## config.mk

```make
export PLATFORM = sky130hd
export DESIGN_NAME = uart_rx_fifo
export DESIGN_NICKNAME = d
export VERILOG_FILES = /design/src/rtl/uart_rx_fifo.sv
export SDC_FILE = /design/constraint.sdc
export NUM_CORES = 1
export LEC_CHECK = 0
export ABC_AREA = 0
export BUFFER_PORTS_ARGS = -buffer_cell sky130_fd_sc_hd__buf_2
export CORE_UTILIZATION = 41
export DETAILED_ROUTE_END_ITERATION = 12
export SYNTH_ARGS = -nofsm -noshare
export SYNTH_HDL_FRONTEND = slang
export SYNTH_SLANG_ARGS = --single-unit
```

## constraint.sdc

```tcl
create_clock -name Clk -period 5.3 [get_ports Clk]
set_input_delay 0.53 -clock Clk [delete_from_list [all_inputs] [get_ports Clk]]
set_output_delay 0.53 -clock Clk [all_outputs]
set_load 0.005 [all_outputs]
```

## src/rtl/uart_rx_fifo.sv

```systemverilog
// uart_rx_fifo: synchronous receive FIFO with occupancy, almost-full, sticky error flags, flush and BIST write-blocking
module uart_rx_fifo #(
  parameter int DATA_BITS  = 8,
  parameter int FIFO_DEPTH = 16,
  parameter int AF_LEVEL   = 12
) (
  input  logic                                 Clk,
  input  logic                                 Rst,
  input  logic [DATA_BITS-1:0]                 Rx_Data,
  input  logic                                 Data_Rdy,
  input  logic                                 Read_Done,
  input  logic                                 BIST_Mode,
  input  logic                                 Flush,
  input  logic                                 Clr_Flags,
  output logic [DATA_BITS-1:0]                 Data_Out,
  output logic                                 Data_Valid,
  output logic                                 FIFO_Empty,
  output logic                                 FIFO_Full,
  output logic                                 FIFO_Almost_Full,
  output logic                                 FIFO_Overflow,
  output logic                                 FIFO_Underflow,
  output logic [$clog2(FIFO_DEPTH+1)-1:0]      Count
);
  localparam int PW = $clog2(FIFO_DEPTH);
  localparam logic [PW:0] DEPTH_C = (PW+1)'(FIFO_DEPTH);
  localparam logic [PW:0] AF_C    = (PW+1)'(AF_LEVEL);
  logic [DATA_BITS-1:0] mem [FIFO_DEPTH];
  logic [PW:0] wptr_q, wptr_d, rptr_q, rptr_d, count;
  logic [DATA_BITS-1:0] data_out_q, data_out_d;
  logic data_valid_q, data_valid_d, ovf_q, ovf_d, udf_q, udf_d;
  logic wr, rd_acc, wr_acc, empty, full;
  assign count            = wptr_q - rptr_q;
  assign empty            = count == '0;
  assign full             = count == DEPTH_C;
  assign Count            = count;
  assign FIFO_Empty       = empty;
  assign FIFO_Full        = full;
  assign FIFO_Almost_Full = count >= AF_C;
  assign FIFO_Overflow    = ovf_q;
  assign FIFO_Underflow   = udf_q;
  assign Data_Out         = data_out_q;
  assign Data_Valid       = data_valid_q;
  // A concurrent read frees a slot, so a full FIFO still takes a write; flush suppresses both.
  always_comb begin
    wr           = Data_Rdy & ~BIST_Mode;
    rd_acc       = Read_Done & ~empty & ~Flush;
    wr_acc       = wr & (~full | Read_Done) & ~Flush;
    wptr_d       = Flush ? '0 : wptr_q + (PW+1)'(wr_acc);
    rptr_d       = Flush ? '0 : rptr_q + (PW+1)'(rd_acc);
    data_out_d   = rd_acc ? mem[rptr_q[PW-1:0]] : data_out_q;
    data_valid_d = rd_acc;
    ovf_d        = Flush ? 1'b0 : (ovf_q & ~Clr_Flags) | (wr & full & ~Read_Done);
    udf_d        = Flush ? 1'b0 : (udf_q & ~Clr_Flags) | (Read_Done & empty);
  end
  // Storage needs no reset; entries are only observable after being written.
  always_ff @(posedge Clk) begin
    if (wr_acc) mem[wptr_q[PW-1:0]] <= Rx_Data;
  end
  // Pointer, read-data and flag registers.
  always_ff @(posedge Clk or posedge Rst) begin
    if (Rst) begin
      wptr_q       <= '0;
      rptr_q       <= '0;
      data_out_q   <= '0;
      data_valid_q <= 1'b0;
      ovf_q        <= 1'b0;
      udf_q        <= 1'b0;
    end else begin
      wptr_q       <= wptr_d;
      rptr_q       <= rptr_d;
      data_out_q   <= data_out_d;
      data_valid_q <= data_valid_d;
      ovf_q        <= ovf_d;
      udf_q        <= udf_d;
    end
  end
endmodule

```

Word-level counts from Yosys, hierarchy flattened:

Memories as Yosys holds them, arrays and structs flattened. A register that Yosys moved wholly into a read port is not among the register bits.
Cells that the tools add are included.
Widths: inputs -> output; s select.

* add/sub/neg operators: 3
* magnitude comparators: 1
* equal/unequal tests: 1
* muxes and demuxes: 6
* bitwise operators: 19
* reductions and logical operators: 1

Operators with widths (number)
* $add 5x1->5: 2
* $and 1x1->1: 10
* $mux 5: 2
* $not 1->1: 6
* $eq 5x5->1 const B: 1
* $ge 5x4->1 const B: 1
* $logic_not 5->1: 1
* $sub 5x5->5: 1
* $mux 1: 4
* $or 1x1->1: 3

* register bits after elaboration: 13
* RAM bits: 128
* input bits: 15
* output and inout bits: 19
* logic and storage cells: 37
* memories: 1

Memories
* mem: words 16, bits a word 8, rd ports 1, clocked after Yosys merged registers in 1, wr ports 1, line 27 `logic [DATA_BITS-1:0] mem [FIFO_DEPTH];`

Logic depth before layout (Yosys ltp):

* word-level depth: 8
* mapped depth: 15
* gate-level depth less buffers: 15

Worst setup path after synthesis:

No wires, ideal clock.

* kind: reg-to-reg
* from: reg rptr_q[1]
* to: reg wptr_q[4]
* setup time: 0.132 ns
* arrival: 3.579 ns
* required time: 5.168 ns
* path slack: 1.589 ns
* cell stages (with the launch flop): 16
* buffers on the path: 4
* period minus slack after synthesis: 3.711 ns
* cells stage by stage: dfrtp_1 clkbuf_1 clkbuf_1 inv_1 fa_1 xor2_1 or3_1 clkbuf_1 o41ai_2 buf_2 inv_1 ha_1 ha_1 nand3_1 xor2_1 nor2_1

* cells in the longest elaborated chain, start to end: 8

Ends and longest elaborated chain
* from (decl): line 28 `logic [PW:0] wptr_q, wptr_d, rptr_q, rptr_d, count;`
* from (signal assigned): line 70 `rptr_q <= rptr_d;`
* $sub 5x5->5: line 32 `assign count = wptr_q - rptr_q;`
* net Count[2]: line 22 `output logic [$clog2(FIFO_DEPTH+1)-1:0] Count`
* $eq 5x5->1: line 34 `assign full = count == DEPTH_C;`
* $not 1->1: line 47 `wr_acc = wr & (~full | Read_Done) & ~Flush;`
* $or 1x1->1: line 47
* $and 1x1->1 (2 in series): line 47
* $add 5x1->5: line 48 `wptr_d = Flush ? '0 : wptr_q + (PW+1)'(wr_acc);`
* $mux 5: line 48
* net wptr_d[4]: line 28
* to (signal assigned): line 69 `wptr_q <= wptr_d;`
* to (decl): line 28

The timed path passes the listed nets, and every way through them passes these cells.

Worst setup path after layout:

* from: reg wptr_q[0]
* to: reg rptr_q[4]

* cells in the longest elaborated chain, start to end: 7

Ends and longest elaborated chain
* $sub 5x5->5: line 32
* $logic_not 5->1: line 33 `assign empty = count == '0;`
* $not 1->1: line 46 `rd_acc = Read_Done & ~empty & ~Flush;`
* $and 1x1->1 (2 in series): line 46
* net data_valid_d: line 30 `logic data_valid_q, data_valid_d, ovf_q, ovf_d, udf_q, udf_d;`
* $add 5x1->5: line 49 `rptr_d = Flush ? '0 : rptr_q + (PW+1)'(rd_acc);`
* $mux 5: line 49
* net rptr_d[4]: line 28

The timed path passes the listed nets, and every way through them passes these cells.

==> key figures <==
Status
  • Result of the run: complete, no violations

GRT
  • Number of global-route vias before repair: 3148
  • GRT Residual Overflow: 0
  • First-pass GRT wire length: ~19000 um
  • GRT Util Overall: about 18%
  • Maximum number of pins on one net before global-route repair: 35
  • Number of antenna violations at the first check in global routing: 0

Timing
  • Worst Tran Pin Value: 0.9925 ns
  • Layout Skew: about 0.013 ns
  • Fin. max-slew vios: 0
  • Post-Route Setup TNS: 0 ns
  • Minimum setup slack in the final design: 1.789 ns
  • Final Cycle Share: roughly 66%
  • Final setup vio count: 0
  • Number of hold-slack violations in the final timing report: 0
  • Highest attainable clock frequency: approximately 280 MHz
  • Worst max-slew margin expressed relative to the limit: between 30% and 40%
  • Setup repair after global routing missed its margin: no
  • Shortest period the worst path allows: ~3.5 ns

Placed design
  • Worst slack, placed: approximately 1.8 ns
  • Count of input and output buffers: 33
  • Dpl hpwl: between 7000 and 8000 um
  • Placed insts: 530
  • RePlAce Congestion: roughly 0.76

Setup path
  • Category of cells accounting for the largest share of critical-path delay: adder cells
  • Number of buffers and inverters on the critical path: 4
  • Required time of the worst setup path: ~5.6 ns
  • Worst path cell trace: inv_1 > ha_1 > inv_1 > fa_1 > a21o_1 > a21oi_2 > xor2_2 > inv_2 > o311ai_4 > inv_1 > ha_1 > ha_1 > nand2_1 > xor2_1 > nor2_1
  • Arrival time reported for the critical path endpoint: about 3.8 ns
  • Kind of start point of the critical path: register
  • Crit. End Element: register
  • Longest individual stage delay on the worst path: roughly 0.6 ns
  • CP Max Fanout: 9
  • Slowest cell on crit path: o311ai_4
  • Critical path start-end classification: register to register

Logic synthesis
  • Prevailing post-synth register cell: edfxtp_1
  • Number of different library cells in the post-synthesis netlist: 31
  • Gate Count Post-Synth: 316
  • Yosys Warn Count: 0
  • Seq cells post-synth: 149
  • Asr flop ratio synth: roughly 14%
  • Post-synthesis cell area: 5986 um^2
  • Proportion of synthesized chip area in sequential cells: approximately 73%
  • Mean post-synth cell area: 18.94 um^2
  • EDFF count, synth: 128
  • Total nets after synthesis: 340

Finish
  • Final-layout fill cell count: ~1.1k
  • Layout area overhead: 18.06%
  • Number of antenna diodes: 0
  • Nets: 393
  • Non-filler instance count after layout: 561
  • Share of layout cells above drive strength 1: about a third

Flow run
  • Number of maximum-capacitance constraint violations: 0

Clock tree
  • CTS tree: done
  • Number of H-tree levels: 4
  • Number of sinks driven by the clock tree: about 150
  • Clock slew seen by the registers of the worst setup and hold paths: 0.07 ns
  • Setup repair bufs after CTS: 0
  • Clock insertion delay at the later pin of the skew report: 0.42 ns
  • Maximum count of clock buffers along a single path: 2
  • Root buffer selected by CTS: clkbuf_16
  • Hold Buf Count CTS: 0
  • Number of gates resized after cts: 0
  • Number of CTS-inserted buffers: 17

Power
  • Lkg Pwr: about 0.0024 uW
  • IR Drop Worst-Case VDD: roughly 0.00023 V
  • Cell area power density: approximately 430 nW/um^2
  • Total power after layout: 3021 uW

Drt
  • Drt first pass iters: 4
  • Total via count after detailed routing: just over 3k
  • DR WL/cell: about 22 um
  • Total wirelength of the detailed-routed design: roughly 12000 um
  • Number of vias per cell: about 5.5
  • 1st-iter DRT viols: 197
  • Detail Route Antenna Nets: 0
  • # DRC: 0

Die
  • Y dimension of the die: about 120 um
  • Initial Utilization: roughly 43%
  • Die span in x: roughly 120 um
  • Die Footprint: 15090 um^2
  • Floorplan row count: between 40 and 50
  • Ports: 34
  • Area inside the core boundary: 14040 um^2

Min path
  • Worst Hold Class: input pin to asynchronous set/reset pin
==> Yosys cell counts, types with 2 or more instances <==
cell      instances  area share [%]
or4_1             2            0.25
nand2b_1          4            0.42
nor2b_1           4            0.42
ha_1              8             1.7
xnor2_1           4            0.59
dfrtp_1          21             8.8
a22oi_1          16             2.0
mux2_2            8             1.5
nor4_1            6            0.63
buf_2             4            0.33
nor2_1           12            0.75
nand2_1          15            0.94
edfxtp_1        128              64
a21oi_1           2            0.17
inv_1            11            0.69
xor2_1            5            0.73
mux4_2           32              12
clkbuf_1          9            0.56
nand3_1           3            0.25
nor3_1           11            0.92
==> registers in the layout (all words and copies together) (netlist names) <==
signal / flops
mem: 128
Data_Out: 8
rptr_q: 5
wptr_q: 5
Data_Valid: 1
FIFO_Overflow: 1
FIFO_Underflow: 1
==> stage by stage <==
| stage | hold WS (ns) | utilization (%) | cell area [um^2] |
|---|---|---|---|
| 6_report | 0.2663 | 50.33 | 7067 |
| 5_1_grt | 0.3397 | 50.33 | 7067 |
| 4_1_cts | 0.2853 | 50.33 | 7067 |
| 3_5_place_dp | 0.4825 | 46.00 | 6460 |
| 3_3_place_gp | 0.4754 | 46.00 | 6460 |
| 2_1_floorplan | 0.4893 | - | 5986 |
==> metal layers <==
| metal | track usage [%] | wire length [um] |
|---|---|---|
| met1 | 23.75 | 5545 |
| met2 | 27.77 | 5885 |
| met3 | 4.693 | 486 |
| met4 | 7.546 | 238 |
| met5 | 0 | 0 |
==> path summary, 6_finish.rpt <==
check,startpoint,endpoint,slack [ns],depth (start not counted)
setup / recovery,wptr_q[0],rptr_q[4],1.79,15
hold / removal,Rst,rptr_q[4],0.27,2
setup reg to reg,wptr_q[0],rptr_q[4],1.79,15
hold reg to reg,FIFO_Overflow,FIFO_Overflow,0.49,1
max in group asynchronous,Rst,rptr_q[0],4.45,2
min in group Clk,Clr_Flags,FIFO_Underflow,0.38,3
==> area by class of cell <==
type                       count  area (um^2)  share of cell area [%]
clock inverter                13        177.7                   2.514
inverter                      12        45.04                  0.6374
sequential                   149         4370                   61.84
tap                          180        225.2                   3.187
clock buffer                  18        429.2                   6.073
multi-input combinational    142         1549                   21.92
timing repair buffer          47        270.3                   3.824
==> layout by cell type (no fill, tap or decap), types with 2 or more instances in the layout <==
cell,synthesis,routed
nor4_2,0,5
or4_1,2,2
a21oi_1,2,2
dfrtp_1,21,20
nor2b_1,4,4
xor2_1,5,5
buf_4,0,14
inv_6,0,3
nand2b_1,4,4
inv_1,11,11
clkinv_1,0,3
nand2_1,15,15
xnor2_1,4,4
buf_2,4,33
mux4_2,32,32
nor3_1,11,11
edfxtp_1,128,128
nand3_1,3,3
clkbuf_16,0,17
mux2_2,8,8
bufinv_16,0,4
nor2_1,12,12
clkinvlp_4,0,2
a22oi_1,16,16
ha_1,8,8
==> logic make-up after synthesis <==
| group | share of synthesized area (%) |
|---|---|
| buf+inv | 1.651 |
| fa+ha+maj | 2.007 |
| simple gates | 4.807 |
| flops | 72.99 |
| compound gates | 3.407 |
| xor+xnor | 1.589 |
| mux | 13.55 |
==> power by group <==
part,switching [uW],internal [uW]
Combinational,213,217
Sequential,29.7,1320
Clock,460,783
Total,702,2320
Power figures use the tool's default switching activity.
